File: config.mk
export PLATFORM = sky130hd
export DESIGN_NAME = logic_unit_pipe_flat
export DESIGN_NICKNAME = d
export VERILOG_FILES = /design/src/rtl/logic_unit_pipe_if.sv /design/src/rtl/logic_unit_pipe.sv /design/src/flat_wrapper.sv
export SDC_FILE = /design/constraint.sdc
export NUM_CORES = 1
export LEC_CHECK = 0
export BUFFER_PORTS_ARGS = -buffer_cell sky130_fd_sc_hd__buf_4
export CORE_UTILIZATION = 40
export DETAILED_ROUTE_END_ITERATION = 12
export GPL_TIMING_DRIVEN = 0
export PLACE_DENSITY = 0.68
export SYNTH_ARGS = -nofsm -noshare
export SYNTH_HDL_FRONTEND = slang
export SYNTH_SLANG_ARGS = --single-unit
File: constraint.sdc
create_clock -name clk -period 4.5 [get_ports clk]
set_clock_uncertainty 0.05 [all_clocks]
set_input_delay 0.9 -clock clk [delete_from_list [all_inputs] [get_ports clk]]
set_output_delay 0.9 -clock clk [all_outputs]
set_load 0.03 [all_outputs]
File: src/rtl/logic_unit_pipe_if.sv
// Handshake and operand bundle for logic_unit_pipe.
// The source/sink side uses master; the pipeline itself uses slave.
interface logic_unit_pipe_if #(
    parameter int WIDTH = 8
) ();
    logic             in_valid;
    logic             in_ready;
    logic [2:0]       op;
    logic             acc_mode;
    logic             acc_clr;
    logic [WIDTH-1:0] A;
    logic [WIDTH-1:0] B;
    logic             out_valid;
    logic             out_ready;
    logic [WIDTH-1:0] Z;
    logic             zflag;
    logic             pflag;

    modport master (
        output in_valid, op, acc_mode, acc_clr, A, B, out_ready,
        input  in_ready, out_valid, Z, zflag, pflag
    );

    modport slave (
        input  in_valid, op, acc_mode, acc_clr, A, B, out_ready,
        output in_ready, out_valid, Z, zflag, pflag
    );
endinterface

File: src/rtl/logic_unit_pipe.sv
// Pipelined eight-op bitwise unit with accumulator and valid/ready flow control.
// One global enable shifts or holds every stage; bubbles are kept, not squeezed out.
module logic_unit_pipe #(
    parameter int WIDTH  = 8,
    parameter int STAGES = 2
) (
    input logic              clk,
    input logic              rst_n,
    logic_unit_pipe_if.slave bus
);

    logic [WIDTH-1:0] acc;
    logic [WIDTH-1:0] op_b;
    logic [WIDTH-1:0] r;
    logic             en;
    logic             accept;

    logic [STAGES-1:0] vld;
    logic [WIDTH-1:0]  dat [STAGES];

    assign en     = ~vld[STAGES-1] | bus.out_ready;
    assign accept = bus.in_valid & en;
    assign op_b   = bus.acc_mode ? acc : bus.B;

    always_comb begin
        r = '0;
        case (bus.op)
            3'b000:  r = bus.A & op_b;
            3'b001:  r = bus.A | op_b;
            3'b010:  r = ~(bus.A & op_b);
            3'b011:  r = ~(bus.A | op_b);
            3'b100:  r = bus.A ^ op_b;
            3'b101:  r = ~(bus.A ^ op_b);
            3'b110:  r = ~bus.A;
            default: r = bus.A;
        endcase
    end

    // Clear wins over an accumulating accept; that accept still saw the old acc.
    always_ff @(posedge clk or negedge rst_n) begin
        if (!rst_n) begin
            acc <= '0;
        end else if (bus.acc_clr) begin
            acc <= '0;
        end else if (accept && bus.acc_mode) begin
            acc <= r;
        end
    end

    always_ff @(posedge clk or negedge rst_n) begin
        if (!rst_n) begin
            vld <= '0;
            for (int i = 0; i < STAGES; i++) begin
                dat[i] <= '0;
            end
        end else if (en) begin
            vld[0] <= bus.in_valid;
            if (bus.in_valid) begin
                dat[0] <= r;
            end
            for (int i = 1; i < STAGES; i++) begin
                vld[i] <= vld[i-1];
                dat[i] <= dat[i-1];
            end
        end
    end

    assign bus.in_ready  = en;
    assign bus.out_valid = vld[STAGES-1];
    assign bus.Z         = dat[STAGES-1];
    assign bus.zflag     = ~|dat[STAGES-1];
    assign bus.pflag     = ^dat[STAGES-1];

endmodule

File: src/flat_wrapper.sv
// flat-port wrapper written by rule: the top's interface ports become plain ports
module logic_unit_pipe_flat 
#(
    parameter int WIDTH  = 8,
    parameter int STAGES = 2
)
  (clk, rst_n, bus_in_valid, bus_op, bus_acc_mode, bus_acc_clr, bus_A, bus_B, bus_out_ready, bus_in_ready, bus_out_valid, bus_Z, bus_zflag, bus_pflag);
  logic_unit_pipe_if #(.WIDTH(WIDTH)) bus_i ();
  input logic clk;
  input logic rst_n;
  input wire logic [$bits(bus_i.in_valid)-1:0] bus_in_valid;
  input wire logic [$bits(bus_i.op)-1:0] bus_op;
  input wire logic [$bits(bus_i.acc_mode)-1:0] bus_acc_mode;
  input wire logic [$bits(bus_i.acc_clr)-1:0] bus_acc_clr;
  input wire logic [$bits(bus_i.A)-1:0] bus_A;
  input wire logic [$bits(bus_i.B)-1:0] bus_B;
  input wire logic [$bits(bus_i.out_ready)-1:0] bus_out_ready;
  output wire logic [$bits(bus_i.in_ready)-1:0] bus_in_ready;
  output wire logic [$bits(bus_i.out_valid)-1:0] bus_out_valid;
  output wire logic [$bits(bus_i.Z)-1:0] bus_Z;
  output wire logic [$bits(bus_i.zflag)-1:0] bus_zflag;
  output wire logic [$bits(bus_i.pflag)-1:0] bus_pflag;
  assign bus_i.in_valid = bus_in_valid;
  assign bus_i.op = bus_op;
  assign bus_i.acc_mode = bus_acc_mode;
  assign bus_i.acc_clr = bus_acc_clr;
  assign bus_i.A = bus_A;
  assign bus_i.B = bus_B;
  assign bus_i.out_ready = bus_out_ready;
  assign bus_in_ready = bus_i.in_ready;
  assign bus_out_valid = bus_i.out_valid;
  assign bus_Z = bus_i.Z;
  assign bus_zflag = bus_i.zflag;
  assign bus_pflag = bus_i.pflag;
  logic_unit_pipe #(.WIDTH(WIDTH), .STAGES(STAGES)) u_core (.clk(clk), .rst_n(rst_n), .bus(bus_i));
endmodule
==> impl_metrics.tcl, run 1 <==
set metrics [dict create \
    leakagePower_nw 1.25 \
    wl_per_cell_um 12.7 \
    post_drt_via_cell_ratio 5.02 \
    synth_area_leaders "dfrtp_1 (32%), ha_1 (12%), mux2i_1 (6.9%)" \
    setup.worst_path.end_class "output pin" \
    cts.clk_slew.worst_paths_ns 0.09 \
    async_flop_share_pct 100 \
    final_util_pct 51.0 \
    rows 25 \
    fillCellCount 507 \
    drive_gt1_share_pct 21.1 \
    finalNetCount 321 \
    yosys_warnings 0 \
    worst_pin_slew_ns 0.744 \
    antenna_found_initial 0 \
    clockBufferDepth 2 \
    insertion_delay_ns 0.26 \
    endpoint "bus_in_ready" \
    detail-route-antenna-nets 0 \
    hold_class "reg2reg" \
    peakVddDrop_mv 0.311 \
    dp.cells 338 \
    holdWs_ns 0.405 \
    syn-instance-count 236 \
    wl_um 4340 \
    grt_pass1_vias 1660 \
    final_cells 342 \
    yosysTopAreaCell "dfrtp_1" \
    die_h_um 73.4 \
    synth_seq_area_share_pct 31.9 \
    ctsHoldBuffers 0 \
    r2r-start "u_core.acc[3]" \
    cts-root-buf "clkbuf_8" \
    synth_enable_flop_cells 0 \
    synth_cell_types 36 \
    cts_buffers 3 \
    port_buffers 35 \
    syn_nets 281 \
    ys.flop_type "dfrtp_1" \
    p_total_uw 877 \
    startpoint_type "primary input" \
    rsz0062_at_grt "no" \
    synth.top_cell.area_share_pct 31.9 \
    setup_tns_ns 0 \
    rr_endpoint "u_core.acc[3]" \
    crit_required_ns 3.55 \
    grt_pass1_wl_um 7540 \
    fp.coreArea_mm2 0.00482 \
    track_usage_pct 17.9 \
    setup_viol 0 \
    clock.fmax_mhz 331 \
    post_cts_resized 0 \
    cts.sinks 26 \
    cts_tree "built" \
    die_w_um 73.4 \
    final_common_cell "buf_4" \
    slew_viol_final 0 \
    path_class "in2out" \
    drt-initial-drc-count 81 \
    drc 0 \
    period_share_pct 67.2 \
    overflow 0 \
    syn_area_per_cell_um2 8.65 \
    start_util_pct 42.4 \
    max-slew-margin-rel_pct 50.2 \
    diodes 0 \
    gp_congestion 0.863 \
    vias 1718 \
    cts_max_level 1 \
    min_period_ns 3.02 \
    outcome "finished, final reports clean" \
    dieArea_mm2 0.00539 \
    reg2reg_slack_ns 2.53 \
    worstSetupStartpoint "bus_out_ready" \
    post_cts_buffers 0 \
    mappedNetlistArea_mm2 0.00204 \
    first_pass_iters 5 \
    whs_path_depth 2 \
    dpl.hpwl_um 3550 \
    layout_common_cells "buf_4 (44), inv_1 (27), dfrtp_1 (26)" \
    p_per_area_mw_per_mm2 357 \
    drv_cap 0 \
    reg2reg_depth 5 \
    synth_seq_cells 26 \
    cp.arrival_ns 2.07 \
    grt_max_degree 27 \
    cp_max_fo 10 \
    io_pins 37 \
    syn2layout_area_growth_pct 20.5 \
    hold_violations 0 \
]
worst min-delay path by stage:
| stage | slack [ns] | to | startpoint |
|---|---|---|---|
| CTS | 0.40 | u_core.vld[1] | u_core.vld[0] |
| floorplan | 0.36 | u_core.vld[1] | u_core.vld[0] |
| global placement | 0.38 | u_core.vld[1] | u_core.vld[0] |
| finish | 0.41 | u_core.vld[1] | u_core.vld[0] |
| global route | 0.45 | u_core.vld[1] | u_core.vld[0] |
| detailed placement | 0.38 | u_core.vld[1] | u_core.vld[0] |
cell usage after synthesis (2+ instances only):
| cell | number |
|---|---|
| nand3b_1 | 2 |
| nor2_1 | 16 |
| a22o_1 | 2 |
| o21ai_0 | 18 |
| mux2i_1 | 14 |
| a21o_1 | 2 |
| a31oi_1 | 4 |
| buf_2 | 3 |
| inv_1 | 27 |
| o22a_1 | 2 |
| o21ai_1 | 5 |
| nor3_1 | 2 |
| dfrtp_1 | 26 |
| nand2b_1 | 11 |
| a211oi_1 | 2 |
| ha_1 | 20 |
| clkbuf_1 | 6 |
| mux2_2 | 5 |
| nand3_1 | 4 |
| o31ai_1 | 10 |
| nand2_1 | 24 |
| o211ai_1 | 2 |
| buf_6 | 2 |
| a221oi_1 | 4 |
| buf_4 | 9 |
| a221o_1 | 3 |
| xnor2_1 | 2 |
layer usage:
layer	wire, µm	part of all wire, %	global-route usage (%)
met1	2040	47	23.7
met2	2140	49	31.9
met3	137	3.2	1.65
met4	19	0.44	3.21
met5	0	0	0
power breakdown:
| part | total (mW) | internal (mW) | leakage [nW] | switching, mW |
|---|---|---|---|---|
| clock network | 0.187 | 0.119 | 0.0357 | 0.0684 |
| registers | 0.294 | 0.273 | 0.329 | 0.0204 |
| logic | 0.396 | 0.175 | 0.888 | 0.221 |
area by class of cell:
class / count / area (µm²) / area share [%]
Tap cell: 67 / 83.8 / 3.41
Timing Repair Buffer: 35 / 263 / 10.7
Inverter: 27 / 101 / 4.12
Sequential cell: 26 / 651 / 26.5
Buffer: 20 / 128 / 5.19
Clock inverter: 1 / 30.0 / 1.22
Multi-Input combinational cell: 163 / 1160 / 47.2
Clock buffer: 3 / 41.3 / 1.68
metrics by stage:
| step | instance area, µm² | setup slack, ns |
|---|---|---|
| after floorplan | 2040 | 1.74 |
| after global placement | 2390 | 1.33 |
| after detailed placement | 2390 | 1.31 |
| after CTS | 2460 | 1.47 |
| after global routing | 2460 | 1.33 |
| final | 2460 | 1.48 |
flip-flops by register name, summed over array words and instances, names as in the netlist:
signal / flops
u_core.acc: 8
u_core.bus.Z: 8
u_core.dat: 8
u_core.vld: 2
worst max-delay path: stages:
cell	delay, ns
buf_4	0.07
nand2b_1	0.18
clkbuf_1	0.34
clkbuf_1	0.35
buf_4	0.23
cells by family (layout without fill, tap and decap cells):
group | Yosys count | count (layout) | share of synthesized area [%]
flops | 26 | 26 | 31.9
compound gates | 55 | 55 | 18.0
mux | 20 | 20 | 10.2
simple gates | 65 | 65 | 15.2
fa+ha+maj | 20 | 20 | 12.3
buf+inv | 47 | 86 | 11.2
xor+xnor | 3 | 3 | 1.29
No activity file was read; power rests on OpenSTA's default activity.
==> inputs of run 2 (changes only) <==
--- a/config.mk
+++ b/config.mk
@@ -9,7 +9,7 @@
 export CORE_UTILIZATION = 40
 export DETAILED_ROUTE_END_ITERATION = 12
 export GPL_TIMING_DRIVEN = 0
-export PLACE_DENSITY = 0.68
+export PLACE_DENSITY = 0.7
 export SYNTH_ARGS = -nofsm -noshare
 export SYNTH_HDL_FRONTEND = slang
 export SYNTH_SLANG_ARGS = --single-unit
==> constraint.sdc (replaced) <==
create_clock -name clk -period 2.78 [get_ports clk]
set_clock_uncertainty 0.05 [all_clocks]
set_input_delay 0.556 -clock clk [delete_from_list [all_inputs] [get_ports clk]]
set_output_delay 0.556 -clock clk [all_outputs]
set_load 0.03 [all_outputs]
==> run 2 against run 1 <==
  * Die area did not move
  * Sequential share of layout area is 0.33 points higher
  * Flip-flop and latch count is the same
  * Highest routed layer unchanged
  * Final cell count fell by 0.29%
  * Critical path type is now in2reg
  * Largest cell class unchanged
  * Non-clock buffer count did not move
  * Wire length fell by 0.58%
  * Global-route usage down 0.19 points
==> impl_metrics.tcl, run 2 (synthesized netlist as in run 1, its figures left out) <==
set metrics [dict create \
    outcome "finished, final reports clean" \
    crit_required_ns 2.87 \
    hold_violations 0 \
    holdWs_ns 0.132 \
    start_util_pct 42.4 \
    peakVddDrop_mv 0.443 \
    setup_tns_ns 0 \
    grt_pass1_wl_um 7360 \
    max-slew-margin-rel_pct 50.2 \
    track_usage_pct 17.7 \
    grt_max_degree 27 \
    post_cts_resized 0 \
    setup_slack_ns 0.191 \
    drc 0 \
    vias 1754 \
    cts-root-buf "clkbuf_8" \
    rows 25 \
    hold_class "in2async" \
    drt-initial-drc-count 84 \
    dpl.hpwl_um 3450 \
    cts.clk_slew.worst_paths_ns 0.08 \
    setup.worst_path.end_class "flop" \
    cts_tree "built" \
    slew_viol_final 0 \
    min_period_ns 2.59 \
    rsz0062_at_grt "no" \
    dp.cells 338 \
    fillCellCount 507 \
    fp.coreArea_mm2 0.00482 \
    period_share_pct 93.1 \
    port_buffers 35 \
    multi_input_area_mm2 0.00116 \
    drv_cap 0 \
    die_h_um 73.4 \
    dieArea_mm2 0.00539 \
    wl_um 4310 \
    first_pass_iters 4 \
    finalNetCount 321 \
    wl_per_cell_um 12.6 \
    startpoint_type "primary input" \
    post_cts_buffers 0 \
    cp_max_fo 10 \
    antenna_found_initial 0 \
    cts_max_level 1 \
    place_ws_ns -0.0710 \
    final_common_cell "buf_4" \
    cts.sinks 26 \
    grt_pass1_vias 1637 \
    io_pins 37 \
    overflow 0 \
    die_w_um 73.4 \
    ff_latch_area_um2 651 \
    post_drt_via_cell_ratio 5.14 \
    gp_congestion 0.845 \
    leakagePower_nw 1.24 \
    ctsHoldBuffers 0 \
    path_class "in2reg" \
    insertion_delay_ns 0.26 \
    detail-route-antenna-nets 0 \
    final_cells 341 \
    cp.arrival_ns 2.68 \
    worst_pin_slew_ns 0.744 \
    syn2layout_area_growth_pct 19.0 \
    clock.fmax_mhz 386 \
    layout_common_cells "buf_4 (44), inv_1 (27), dfrtp_1 (26)" \
    setup_viol 0 \
    p_per_area_mw_per_mm2 542 \
    cts_buffers 3 \
    p_total_mw 1.32 \
    diodes 0 \
    drive_gt1_share_pct 20.8 \
    clockBufferDepth 2 \
]
run 2: changes by cell type in the layout (fill, tap and decap cells not counted):
cell	change
bufinv_16	-1
run 2: worst max-delay path, cell delays in order:
cell,delay [ns]
buf_4,0.08
clkbuf_1,0.49
mux2i_1,0.38
ha_1,0.30
a221o_1,0.32
a221oi_1,0.41
o31ai_1,0.14
run 2: power breakdown:
group / switching (mW) / internal, mW
combinational: 0.353 / 0.282
sequential: 0.0325 / 0.443
clock: 0.109 / 0.0969
total: 0.494 / 0.822
run 2: routing by layer:
layer  track usage (%)  part of all wire (%)  vias up
li1                  -                     -      888
met1              23.1                    47      814
met2              29.8                    48       48
met3              2.19                   4.5        4
met4              6.62                  0.90        0
met5                 0                     0        -
run 2: area by class of cell:
class | count | share of cell area (%)
Tap cell | 67 | 3.45
Buffer | 20 | 5.26
Multi-Input combinational cell | 163 | 47.8
Clock buffer | 3 | 1.70
Inverter | 27 | 4.17
Timing Repair Buffer | 35 | 10.8
Sequential cell | 26 | 26.8
run 2: metrics by stage:
step / utilization (%) / instance area (µm²)
floorplan: - / 2040
global placement: 49.6 / 2390
detailed placement: 49.6 / 2390
CTS: 50.4 / 2430
global route: 50.4 / 2430
finish: 50.4 / 2430
run 2: path summary, 6_finish.rpt:
path                                    start              end  slack [ns]  cells after the start
max in group asynchronous               rst_n   u_core.dat[14]        2.30                      1
worst min-delay path                    rst_n  u_core.bus.Z[6]        0.13                      1
worst min register to register  u_core.vld[0]    u_core.vld[1]        0.40                      2
worst max-delay path             bus_acc_mode    u_core.acc[3]        0.19                      7
min in group clk                u_core.vld[0]    u_core.vld[1]        0.40                      2
worst max register to register  u_core.acc[3]    u_core.acc[3]        0.79                      5
